File: src/rtl/dac_scan_pkg.sv
// Shared types and default widths for the DAC threshold-scan sequencer.
package dac_scan_pkg;

  localparam int DAC_W           = 12;
  localparam int CNT_W           = 32;
  localparam int TIME_W          = 24;
  localparam int DAC_TIMEOUT_DEF = 4096;

  typedef enum logic [2:0] {
    IDLE,
    LOAD,
    WAIT_DAC,
    SETTLE,
    GATE,
    REPORT,
    NEXT
  } state_e;

endpackage

File: src/rtl/dac_scan_sync_edge.sv
// Two-flop synchronizer plus rising-edge detector for an asynchronous level.
// The output pulse is one clk wide, 2-3 cycles after the input rises.
module sync_edge (
  input  logic clk,
  input  logic nres,
  input  logic async_in,
  output logic rise
);

  logic [2:0] sh_q, sh_d;

  always_comb begin
    sh_d = {sh_q[1:0], async_in};
  end

  always_ff @(posedge clk or negedge nres) begin
    if (!nres) begin
      sh_q <= 3'b000;
    end else begin
      sh_q <= sh_d;
    end
  end

  // sh_q[0] may be metastable; only the two later stages feed logic
  assign rise = sh_q[1] & ~sh_q[2];

endmodule

File: src/rtl/dac_scan_sequencer.sv
// Threshold-scan controller: steps a DAC code, waits for the DAC load handshake and
// settle time, counts discriminator hits in a gate and reports {code, count} per point.
module dac_scan_sequencer
  import dac_scan_pkg::*;
#(
  parameter int DAC_WIDTH   = DAC_W,
  parameter int CNT_WIDTH   = CNT_W,
  parameter int TIME_WIDTH  = TIME_W,
  parameter int DAC_TIMEOUT = DAC_TIMEOUT_DEF
) (
  input  logic                  clk,
  input  logic                  nres,
  input  logic                  start,
  input  logic                  abort,
  input  logic [DAC_WIDTH-1:0]  start_code,
  input  logic [DAC_WIDTH-1:0]  stop_code,
  input  logic [DAC_WIDTH-1:0]  step_size,
  input  logic [TIME_WIDTH-1:0] settle_len,
  input  logic [TIME_WIDTH-1:0] gate_len,
  output logic [DAC_WIDTH-1:0]  dac_code,
  output logic                  dac_req,
  input  logic                  dac_done,
  input  logic                  hit,
  output logic                  cnt_gate,
  output logic                  res_valid,
  input  logic                  res_ready,
  output logic [DAC_WIDTH-1:0]  res_code,
  output logic [CNT_WIDTH-1:0]  res_count,
  output logic                  busy,
  output logic                  done,
  output logic                  err_timeout
);

  localparam int TMO_W = $clog2(DAC_TIMEOUT + 1);

  state_e                state_q, state_d;
  logic [DAC_WIDTH-1:0]  code_q, code_d;
  logic [DAC_WIDTH-1:0]  stop_q, stop_d;
  logic [DAC_WIDTH-1:0]  step_q, step_d;
  logic [TIME_WIDTH-1:0] settle_q, settle_d;
  logic [TIME_WIDTH-1:0] gate_q, gate_d;
  logic [TIME_WIDTH-1:0] tmr_q, tmr_d;
  logic [TMO_W-1:0]      tmo_q, tmo_d;
  logic [CNT_WIDTH-1:0]  cnt_q, cnt_d;
  logic                  req_q, req_d;
  logic                  done_q, done_d;
  logic                  err_q, err_d;

  logic                  done_rise;
  logic                  hit_rise;
  logic [DAC_WIDTH:0]    sum;

  sync_edge u_sync_done (.clk(clk), .nres(nres), .async_in(dac_done), .rise(done_rise));
  sync_edge u_sync_hit  (.clk(clk), .nres(nres), .async_in(hit),      .rise(hit_rise));

  // Extra carry bit so a step past the top of the code range ends the scan, never wraps
  assign sum = {1'b0, code_q} + {1'b0, step_q};

  always_comb begin
    state_d  = state_q;
    code_d   = code_q;
    stop_d   = stop_q;
    step_d   = step_q;
    settle_d = settle_q;
    gate_d   = gate_q;
    tmr_d    = tmr_q;
    tmo_d    = tmo_q;
    cnt_d    = cnt_q;
    req_d    = req_q;
    done_d   = 1'b0;
    err_d    = err_q;

    case (state_q)
      IDLE: begin
        if (start && !abort) begin
          code_d   = start_code;
          stop_d   = stop_code;
          step_d   = (step_size == '0) ? DAC_WIDTH'(1) : step_size;
          settle_d = settle_len;
          gate_d   = (gate_len == '0) ? TIME_WIDTH'(1) : gate_len;
          err_d    = 1'b0;
          state_d  = LOAD;
        end
      end
      LOAD: begin
        req_d   = 1'b1;
        tmo_d   = '0;
        state_d = WAIT_DAC;
      end
      WAIT_DAC: begin
        if (done_rise) begin
          req_d   = 1'b0;
          tmr_d   = '0;
          state_d = SETTLE;
        end else if (tmo_q == TMO_W'(DAC_TIMEOUT - 1)) begin
          req_d   = 1'b0;
          err_d   = 1'b1;
          state_d = IDLE;
        end else begin
          tmo_d = tmo_q + 1'b1;
        end
      end
      SETTLE: begin
        if (settle_q == '0 || tmr_q == settle_q - TIME_WIDTH'(1)) begin
          tmr_d   = '0;
          cnt_d   = '0;
          state_d = GATE;
        end else begin
          tmr_d = tmr_q + 1'b1;
        end
      end
      GATE: begin
        if (hit_rise && cnt_q != '1) begin
          cnt_d = cnt_q + 1'b1;
        end
        if (tmr_q == gate_q - TIME_WIDTH'(1)) begin
          state_d = REPORT;
        end else begin
          tmr_d = tmr_q + 1'b1;
        end
      end
      REPORT: begin
        if (res_ready) begin
          state_d = NEXT;
        end
      end
      NEXT: begin
        if (code_q == stop_q || sum[DAC_WIDTH] || sum[DAC_WIDTH-1:0] > stop_q) begin
          done_d  = 1'b1;
          state_d = IDLE;
        end else begin
          code_d  = sum[DAC_WIDTH-1:0];
          state_d = LOAD;
        end
      end
      default: begin
        req_d   = 1'b0;
        state_d = IDLE;
      end
    endcase

    // Abort overrides everything: the point in flight is dropped, DAC code is left as-is
    if (abort) begin
      state_d = IDLE;
      code_d  = code_q;
      req_d   = 1'b0;
      done_d  = 1'b0;
      err_d   = err_q;
    end
  end

  always_ff @(posedge clk or negedge nres) begin
    if (!nres) begin
      state_q  <= IDLE;
      code_q   <= '0;
      stop_q   <= '0;
      step_q   <= '0;
      settle_q <= '0;
      gate_q   <= '0;
      tmr_q    <= '0;
      tmo_q    <= '0;
      cnt_q    <= '0;
      req_q    <= 1'b0;
      done_q   <= 1'b0;
      err_q    <= 1'b0;
    end else begin
      state_q  <= state_d;
      code_q   <= code_d;
      stop_q   <= stop_d;
      step_q   <= step_d;
      settle_q <= settle_d;
      gate_q   <= gate_d;
      tmr_q    <= tmr_d;
      tmo_q    <= tmo_d;
      cnt_q    <= cnt_d;
      req_q    <= req_d;
      done_q   <= done_d;
      err_q    <= err_d;
    end
  end

  assign dac_code    = code_q;
  assign dac_req     = req_q;
  assign cnt_gate    = (state_q == GATE);
  assign res_valid   = (state_q == REPORT);
  assign res_code    = code_q;
  assign res_count   = cnt_q;
  assign busy        = (state_q != IDLE);
  assign done        = done_q;
  assign err_timeout = err_q;

endmodule

File: config.mk
export PLATFORM = sky130hd
export DESIGN_NAME = dac_scan_sequencer
export DESIGN_NICKNAME = d
export VERILOG_FILES = /design/src/rtl/dac_scan_pkg.sv /design/src/rtl/dac_scan_sync_edge.sv /design/src/rtl/dac_scan_sequencer.sv
export SDC_FILE = /design/constraint.sdc
export NUM_CORES = 1
export LEC_CHECK = 0
export ABC_AREA = 1
export CORE_UTILIZATION = 58
export CTS_BUF_LIST = sky130_fd_sc_hd__clkbuf_8
export DETAILED_ROUTE_END_ITERATION = 12
export HOLD_SLACK_MARGIN = 0.05
export PLACE_DENSITY = 0.86
export SLEW_MARGIN = 20
export SYNTH_ARGS = -nofsm -noshare
export SYNTH_HDL_FRONTEND = slang
export SYNTH_SLANG_ARGS = --single-unit
File: constraint.sdc
create_clock -name clk -period 4.6 [get_ports clk]
set_input_delay 0.92 -clock clk [delete_from_list [all_inputs] [get_ports clk]]
set_output_delay 0.92 -clock clk [all_outputs]
set_load 0.005 [all_outputs]
Word-level counts from Yosys, hierarchy flattened
Cells that the tools add are included.
{ "word_totals": {"regBits": 165, "input_bits": 91, "output_inout_bits": 62, "word_cells": 112} }
{ "classes": {"addsub": 6, "order_cmp": 1, "eq_ne": 26, "n_mux": 35, "bitwise_logic": 5, "n_reduce_logical": 25} }
{ "op_table": {"columns": ["cell", "n"], "rows": [
  ["$mux W24", 4],
  ["$pmux W24 S3", 1],
  ["$mux W32", 2],
  ["$pmux W32 S2", 1],
  ["$eq A24 B24 Y1", 2],
  ["$logic_not A24 Y1", 2],
  ["$sub A24 B1 Y24 const B", 2],
  ["$mux W12", 3],
  ["$add A32 B1 Y32 const B", 1],
  ["$ne A32 B32 Y1 const B", 1],
  ["$mux W13", 2],
  ["$pmux W13 S2", 1],
  ["$add A24 B1 Y24 const B", 1],
  ["$pmux W12 S2", 1],
  ["$mux W3", 7],
  ["$pmux W3 S7", 1],
  ["$ne A2 B2 Y1 const B", 8],
  ["$add A12 B12 Y13", 1],
  ["$add A13 B1 Y13 const B", 1],
  ["$eq A13 B12 Y1 const B", 1],
  ["$eq A12 B12 Y1", 1],
  ["$gt A12 B12 Y1", 1],
  ["$logic_not A12 Y1", 1],
  ["$mux W1", 10],
  ["22 further kinds", 42]
]} }

Depth between registers and ports, before layout
Gate-level depths: netlist of the first run.
{ "logic_depth": {"word_depth": 6, "mapped_depth": 22} }

Hierarchy
From an unflattened synthesis of the first run, not the netlist that was laid out.
{ "unflattened": {"hier_cells": 1730, "hier_area_um2": 11999.0} }
{ "by_module_without_submodules": {"columns": ["module", "instances", "cells_each", "area_each_um2", "seq_area_each_um2"], "rows": [
  ["dac_scan_sequencer", 1, 1720, 11828.8, 3978.8],
  ["sync_edge", 2, 5, 85.1, 75.1]
]} }

Worst setup path before layout of the first run
No wires, ideal clock.
{ "synth_timing": {"path_kind": "flip-flop to flip-flop", "from": "register code_q[0] (netlist: dac_code[0])", "to": "register code_q[8] (netlist: dac_code[8])", "setup_ns": 0.082, "arrival_ns": 3.266, "setup_slack_ns": 1.252, "path_stages_with_launch": 21, "path_cell_list": "dfrtp_1 -> ha_1 -> inv_1 -> fa_1 -> o21ai_0 -> nand4_1 -> nand2_1 -> a21o_1 -> xor2_1 -> ha_1 -> nand4_1 -> nor3_1 -> nand3_1 -> o21ai_0 -> nand3_1 -> nand2_1 -> nand2_1 -> inv_1 -> buf_2 -> nor2_1 -> a31oi_1"} }
{ "synth_between": {"elab_chain_len": 5} }
{ "synth_lines": {"columns": ["element", "line", "text"], "rows": [
  ["from (decl)", "dac_scan_sequencer.sv:37", "logic [DAC_WIDTH-1:0] code_q, code_d;"],
  ["from (signal assigned)", "dac_scan_sequencer.sv:168", "code_q <= code_d;"],
  ["$add A12 B12 Y13 or $eq A12 B12 Y1 (tied branches)", "dac_scan_sequencer.sv:57, dac_scan_sequencer.sv:128", null],
  ["$gt A12 B12 Y1 or $logic_or A1 B1 Y1 (tied branches)", "dac_scan_sequencer.sv:128", "if (code_q == stop_q || sum[DAC_WIDTH] || sum[DAC_WIDTH-1:0] > stop_q) begin"],
  ["$logic_or A1 B1 Y1", "dac_scan_sequencer.sv:128", null],
  ["$ne A2 B2 Y1 (no line)", null, null],
  ["$reduce_and A4 Y1 (no line)", null, null]
]} }
Parallel ways exist; a longest one is shown, timed or not. The select of a mux whose other input is x is not followed.
A chain may end at the register's enable or synchronous reset.

Final worst setup path of the first run
{ "layout_timing": {"from": "register code_q[0] (netlist: dac_code[0])", "to": "register code_q[1] (netlist: dac_code[1])"} }
The elaborated chain is that of the path after synthesis.

==> flow_summary.json, run 1 <==
{
  "status": "finished clean",
  "syn_nets": 1807,
  "place_ws_ns": 0.519,
  "routedWlPerCell_um": 15.7,
  "grt_use_total_pct": 32.6,
  "gp_congestion": 0.956,
  "antenna_found_initial": 0,
  "synth_cell_types": 42,
  "ys_seq_area_share_pct": 35.0,
  "synth_warnings": 0,
  "fin_setup_tns_ns": 0,
  "end_kind": "register",
  "maxSlewViolCount": 0,
  "fp.coreArea_mm2": 0.0197,
  "crit_family": "simple AND/OR/NAND/NOR gates",
  "reg2reg_depth": 20,
  "cp_num_buf_inv": 2,
  "synth_flop_cell": "dfrtp_1",
  "p_per_area_mw_per_mm2": 522,
  "critical_path_arrival_ns": 4.53,
  "final_cell_area_mm2": 0.0137,
  "avgViaCountPerCell": 5.62,
  "post_dp_cell_area_mm2": 0.0133,
  "firstDrtPassIters": 7,
  "drive_above_1_share_pct": 8.21,
  "num_vias": 11600,
  "post_cts_buffers": 0,
  "rsz0062_at_grt": "no",
  "cts_htree_levels": 4,
  "die_y_um": 145,
  "start_kind": "register",
  "fin_worst_skew_ns": 0.0172,
  "critPathKind": "register to register",
  "ir_drop_mv": 0.475,
  "synth.largest_area_cell": "dfrtp_1",
  "synth.area.top_cells": "dfrtp_1 35%, nand2_1 17%, xor2_1 5.7%",
  "setup_ws_ns": 0.428,
  "cpPeakStageDelay_ns": 0.44,
  "reg2reg_from": "dac_code[0]$_DFFE_PN0P_",
  "fin_crit_sh_pct": 90.7,
  "clock-sinks": 165,
  "wl_um": 32500,
  "period_needed_ns": 4.17,
  "grt_remaining_overflow": 0,
  "cts_tree": "done",
  "synth_edf_count": 0,
  "syn_inst": 1686,
  "crit_top_cell": "nand2_1",
  "numCtsBuffers": 17,
  "io_pins": 153,
  "post-dp-hpwl_um": 23700,
  "grt_max_degree": 106,
  "fillers": 1598,
  "post_cts_resized": 0,
  "clk-insertion-delay-late_ns": 0.48,
  "dieWidth_um": 145,
  "startpoint": "dac_code[0]$_DFFE_PN0P_",
  "crit_path_end": "dac_code[1]$_DFFE_PN0P_",
  "max_freq_mhz": 240,
  "area_delta_synth_final_pct": 16.4,
  "path_cells": "ha_1, inv_1, fa_1, o21ai_0, nand4_1, nand2_1, a21o_1, xor2_1, ha_1, nand4_1, nor3_1, nand2_1, nand4_1, o21ai_0, nand3_1, nand2_1, nand2_1, clkinvlp_4, o211ai_1, o21ai_0",
  "synth.top_cells.by_count": "535 x nand2_1, 165 x dfrtp_1, 160 x nor2_1, 156 x inv_1, 84 x nand3_1",
  "cp.depth": 20,
  "drc": 0,
  "synth_most_common_cell": "nand2_1",
  "synth_area_mm2": 0.0118,
  "cts.clk_slew.worst_paths_ns": 0.09,
  "rows": 51,
  "synth_area_per_cell_um2": 7.00,
  "die_area_mm2": 0.0209,
  "hold_class": "register to register",
  "cp_max_fo": 23,
  "drv_cap": 0,
  "ys_async_sr_fraction_pct": 100,
  "grt_pass1_vias": 11100,
  "start_util_pct": 59.9,
  "hold_viol_final": 0,
  "synth_top_area_share_pct": 35.0,
  "r2r-end": "dac_code[1]$_DFFE_PN0P_",
  "io_buffers": 152,
  "drtIter0Drc": 916,
  "fin_util_pct": 69.7,
  "ys_seq_elements": 165,
  "setup_viol": 0,
  "detail-route-antenna-nets": 0,
  "grt_first_pass_wirelength_um": 53300,
  "clk_path_buf_depth": 2,
  "antenna_cells": 0,
  "crit_slowest_cell": "dfrtp_1",
  "relSlewSlack_pct": 33.9,
  "nNetsFinal": 1912,
  "required_ns": 4.95,
  "clockRootBuffer": "clkbuf_8",
  "hold_buffers": 0,
  "power.leakage_nw": 6.34,
  "worstMarginPinSlew_ns": 0.986,
  "r2r_slack_ns": 0.43
}
## logic make-up after synthesis
| family | share of synthesized area, % |
|---|---|
| flops | 35.0 |
| xor+xnor | 8.31 |
| buf+inv | 8.95 |
| simple gates | 35.9 |
| fa+ha+maj | 3.24 |
| compound gates | 8.62 |
## layout make-up
class	count	area, µm²	share of cell area, %
multi-input combinational	1278	6630	48.2
sequential	165	4130	30.0
timing repair buffer	161	1600	11.7
inverter	168	634	4.62
tap	265	332	2.41
clock buffer	19	262	1.90
clock inverter	12	154	1.12
## per-layer routing
metal / up-vias / track usage [%] / wire length (µm)
met5: - / 0 / 0
met4: 0 / 15.3 / 1260
met3: 111 / 6.81 / 2480
met2: 527 / 53.5 / 15100
met1: 5389 / 41.3 / 13700
li1: 5604 / - / -
## registers in the layout, summed over array words and instances (netlist names)
| register | count |
|---|---|
| dac_code | 12 |
| dac_req | 1 |
| done | 1 |
| err_timeout | 1 |
| gate_q | 24 |
| res_count | 32 |
| settle_q | 24 |
| state_q | 3 |
| step_q | 12 |
| stop_q | 12 |
| tmo_q | 13 |
| tmr_q | 24 |
| u_sync_done.sh_q | 3 |
| u_sync_hit.sh_q | 3 |
## stage by stage
| step | std cells | power (mW) | hold slack, ns |
|---|---|---|---|
| 2_1_floorplan | 1686 | 4.89 | 0.331 |
| 3_5_place_dp | 2037 | 5.93 | 0.342 |
| 4_1_cts | 2068 | 7.12 | 0.362 |
| 3_3_place_gp | 2037 | 5.76 | 0.335 |
| 5_1_grt | 2068 | 7.74 | 0.374 |
| 6_report | 2068 | 7.17 | 0.358 |
## worst reg2reg max path, delay by kind of cell, from the launching register on
family	cells	cell delay [ns]
AND/OR/NAND/NOR	9	1.19
AO/OA/AOI/OAI	5	0.95
flip-flops	1	0.44
adder cells (fa/ha/maj)	3	0.95
buffers and inverters	2	0.44
XOR/XNOR	1	0.09
## how the worst min path moves through the flow
stage | cells after the start | endpoint | startpoint
3_5_place_dp | 0 | u_sync_done.sh_q[1]$_DFF_PN0_ | u_sync_done.sh_q[0]$_DFF_PN0_
4_1_cts | 0 | u_sync_done.sh_q[1]$_DFF_PN0_ | u_sync_done.sh_q[0]$_DFF_PN0_
2_1_floorplan | 0 | u_sync_done.sh_q[1]$_DFF_PN0_ | u_sync_done.sh_q[0]$_DFF_PN0_
6_report | 0 | u_sync_done.sh_q[1]$_DFF_PN0_ | u_sync_done.sh_q[0]$_DFF_PN0_
3_3_place_gp | 0 | u_sync_done.sh_q[1]$_DFF_PN0_ | u_sync_done.sh_q[0]$_DFF_PN0_
5_1_grt | 0 | u_sync_done.sh_q[1]$_DFF_PN0_ | u_sync_done.sh_q[0]$_DFF_PN0_
## where the power goes
group	internal (mW)	switching (mW)	total (mW)
combinational	1.49	2.23	3.72
sequential	1.82	0.478	2.30
clock	0.564	0.582	1.15
total	3.88	3.29	7.17
## cells in the final DEF, fill, tap and decap left out, types with 45 or more instances in the layout
cell type / Yosys / routed
clkdlybuf4s50_1: 0 / 151
dfrtp_1: 165 / 165
inv_1: 156 / 156
nand2_1: 535 / 535
nand3_1: 84 / 83
nand4_1: 58 / 58
nor2_1: 160 / 159
nor3_1: 46 / 45
o21ai_0: 77 / 77
xor2_1: 77 / 77
Power figures use the tool's default switching activity.
==> run 2, diff against run 1 <==
--- a/config.mk
+++ b/config.mk
@@ -11,6 +11,7 @@
 export DETAILED_ROUTE_END_ITERATION = 12
 export HOLD_SLACK_MARGIN = 0.05
 export PLACE_DENSITY = 0.86
+export REMOVE_ABC_BUFFERS = 1
 export SLEW_MARGIN = 20
 export SYNTH_ARGS = -nofsm -noshare
 export SYNTH_HDL_FRONTEND = slang
==> flow_summary.json, run 2 (synthesis gave the netlist of run 1 again) <==
{
  "status": "finished clean",
  "post-dp-hpwl_um": 23100,
  "fillers": 1663,
  "drive_above_1_share_pct": 8.26,
  "required_ns": 4.96,
  "maxSlewViolCount": 0,
  "reg2reg_depth": 20,
  "cts_tree": "done",
  "area_delta_synth_final_pct": 16.0,
  "fin_worst_skew_ns": 0.0228,
  "power.leakage_nw": 6.29,
  "grt_first_pass_wirelength_um": 51800,
  "final_common_cell": "nand2_1",
  "largest_register_ffs": 32,
  "rows": 51,
  "critical_path_arrival_ns": 4.41,
  "clockRootBuffer": "clkbuf_8",
  "share_comb_of_total_power_pct": 52.6,
  "cts_htree_levels": 4,
  "intPower_mw": 3.70,
  "relSlewSlack_pct": 36.7,
  "max_freq_mhz": 247,
  "die_area_mm2": 0.0209,
  "swShare_pct": 46.4,
  "drc": 0,
  "numCtsBuffers": 17,
  "fin_setup_tns_ns": 0,
  "wl_um": 31300,
  "ir_drop_mv": 0.317,
  "fp.coreArea_mm2": 0.0197,
  "p_sw_mw": 3.21,
  "grt_remaining_overflow": 0,
  "fin_crit_sh_pct": 88.0,
  "grt_max_degree": 103,
  "avgViaCountPerCell": 5.45,
  "startpoint": "dac_code[0]$_DFFE_PN0P_",
  "num_vias": 11300,
  "die_y_um": 145,
  "start_util_pct": 59.9,
  "critPathKind": "register to register",
  "firstDrtPassIters": 5,
  "hold_ws_ns": 0.356,
  "antenna_found_initial": 0,
  "grt_use_total_pct": 31.6,
  "clk-insertion-delay-late_ns": 0.48,
  "reg2reg_from": "dac_code[0]$_DFFE_PN0P_",
  "hold_buffers": 0,
  "cp_max_fo": 23,
  "drv_cap": 0,
  "rsz0062_at_grt": "no",
  "start_kind": "register",
  "antenna_cells": 0,
  "period_needed_ns": 4.05,
  "mostFrequentLayoutCells": "535 x nand2_1, 165 x dfrtp_1, 159 x nor2_1",
  "r2r_slack_ns": 0.55,
  "grt_pass1_vias": 10800,
  "crit_path_end": "dac_code[1]$_DFFE_PN0P_",
  "hold_viol_final": 0,
  "dieWidth_um": 145,
  "cts.clk_slew.worst_paths_ns": 0.10,
  "gp_congestion": 0.952,
  "detail-route-antenna-nets": 0,
  "io_buffers": 152,
  "power_frac_seq_pct": 32.9,
  "total_power_mw": 6.92,
  "nNetsFinal": 1911,
  "drtIter0Drc": 878,
  "clock-sinks": 165,
  "p_per_area_mw_per_mm2": 505,
  "p_clk_share_pct": 14.5,
  "worstMarginPinSlew_ns": 0.949,
  "routedWlPerCell_um": 15.1,
  "clk_path_buf_depth": 2,
  "r2r-end": "dac_code[1]$_DFFE_PN0P_",
  "hold_class": "register to register",
  "end_kind": "register",
  "setup_viol": 0,
  "io_pins": 153
}
[run 2: stage by stage]
stage,utilization [%],worst slack (ns),std cells,area [µm²]
2_1_floorplan,-,1.03,1611,11400
3_3_place_gp,67.5,0.603,2036,13300
3_5_place_dp,67.5,0.500,2036,13300
4_1_cts,69.4,0.471,2068,13700
5_1_grt,69.4,0.0884,2068,13700
6_report,69.4,0.550,2068,13700
[run 2: per-layer routing]
| metal | track usage [%] | part of all wire [%] | vias up |
|---|---|---|---|
| met2 | 54.6 | 49 | 365 |
| met4 | 10.9 | 2.4 | 0 |
| met3 | 4.84 | 5.5 | 62 |
| met1 | 40.1 | 43 | 5242 |
| met5 | 0 | 0 | - |
| li1 | - | - | 5610 |
[run 2: worst min-delay path by stage]
stage                                  start                             to  slack (ns)  cells after the start
2_1_floorplan  u_sync_done.sh_q[0]$_DFF_PN0_  u_sync_done.sh_q[1]$_DFF_PN0_        0.33                      0
3_3_place_gp   u_sync_done.sh_q[0]$_DFF_PN0_  u_sync_done.sh_q[1]$_DFF_PN0_        0.33                      0
3_5_place_dp    u_sync_hit.sh_q[0]$_DFF_PN0_   u_sync_hit.sh_q[1]$_DFF_PN0_        0.33                      0
4_1_cts         u_sync_hit.sh_q[0]$_DFF_PN0_   u_sync_hit.sh_q[1]$_DFF_PN0_        0.35                      0
5_1_grt         u_sync_hit.sh_q[0]$_DFF_PN0_   u_sync_hit.sh_q[1]$_DFF_PN0_        0.36                      0
6_report        u_sync_hit.sh_q[0]$_DFF_PN0_   u_sync_hit.sh_q[1]$_DFF_PN0_        0.36                      0
[run 2: what timing repair did]
item / 4_1_cts / 5_1_grt
gates resized for setup: 0 / 1
setup endpoints to repair: 0 / 6
setup buffers: 0 / 0
hold endpoints to repair: 0 / 0
[run 2: area by class of cell]
type                    instances  area (µm²)  area share (%)
clock buffers                  18         248            1.81
clock inverters                14         118           0.859
inverters                     168         634            4.63
multi-input cells            1278        6630            48.5
flip-flops and latches        165        4130            30.2
well taps                     265         332            2.42
repair buffers                160        1600            11.7
[run 2: power by group through the flow]
stage / clock [mW] / combinational (mW) / sequential, mW
after floorplan: 0 / 2.59 / 2.19
after global placement: 0 / 3.51 / 2.27
after detailed placement: 0 / 3.59 / 2.29
after CTS: 1.02 / 3.62 / 2.27
after global routing: 1.08 / 4.16 / 2.33
final: 1.00 / 3.64 / 2.27
[run 2: worst max-delay path: stages (launching register included)]
cell	delay (ns)
dfrtp_1	0.43
ha_1	0.21
inv_1	0.06
fa_1	0.42
o21ai_0	0.37
nand4_1	0.15
nand2_1	0.13
a21o_1	0.13
xor2_1	0.08
ha_1	0.30
nand4_1	0.12
nor3_1	0.22
nand2_1	0.08
nand4_1	0.07
o21ai_0	0.11
nand3_1	0.11
nand2_1	0.07
nand2_1	0.14
clkinvlp_4	0.39
o211ai_1	0.21
o21ai_0	0.10
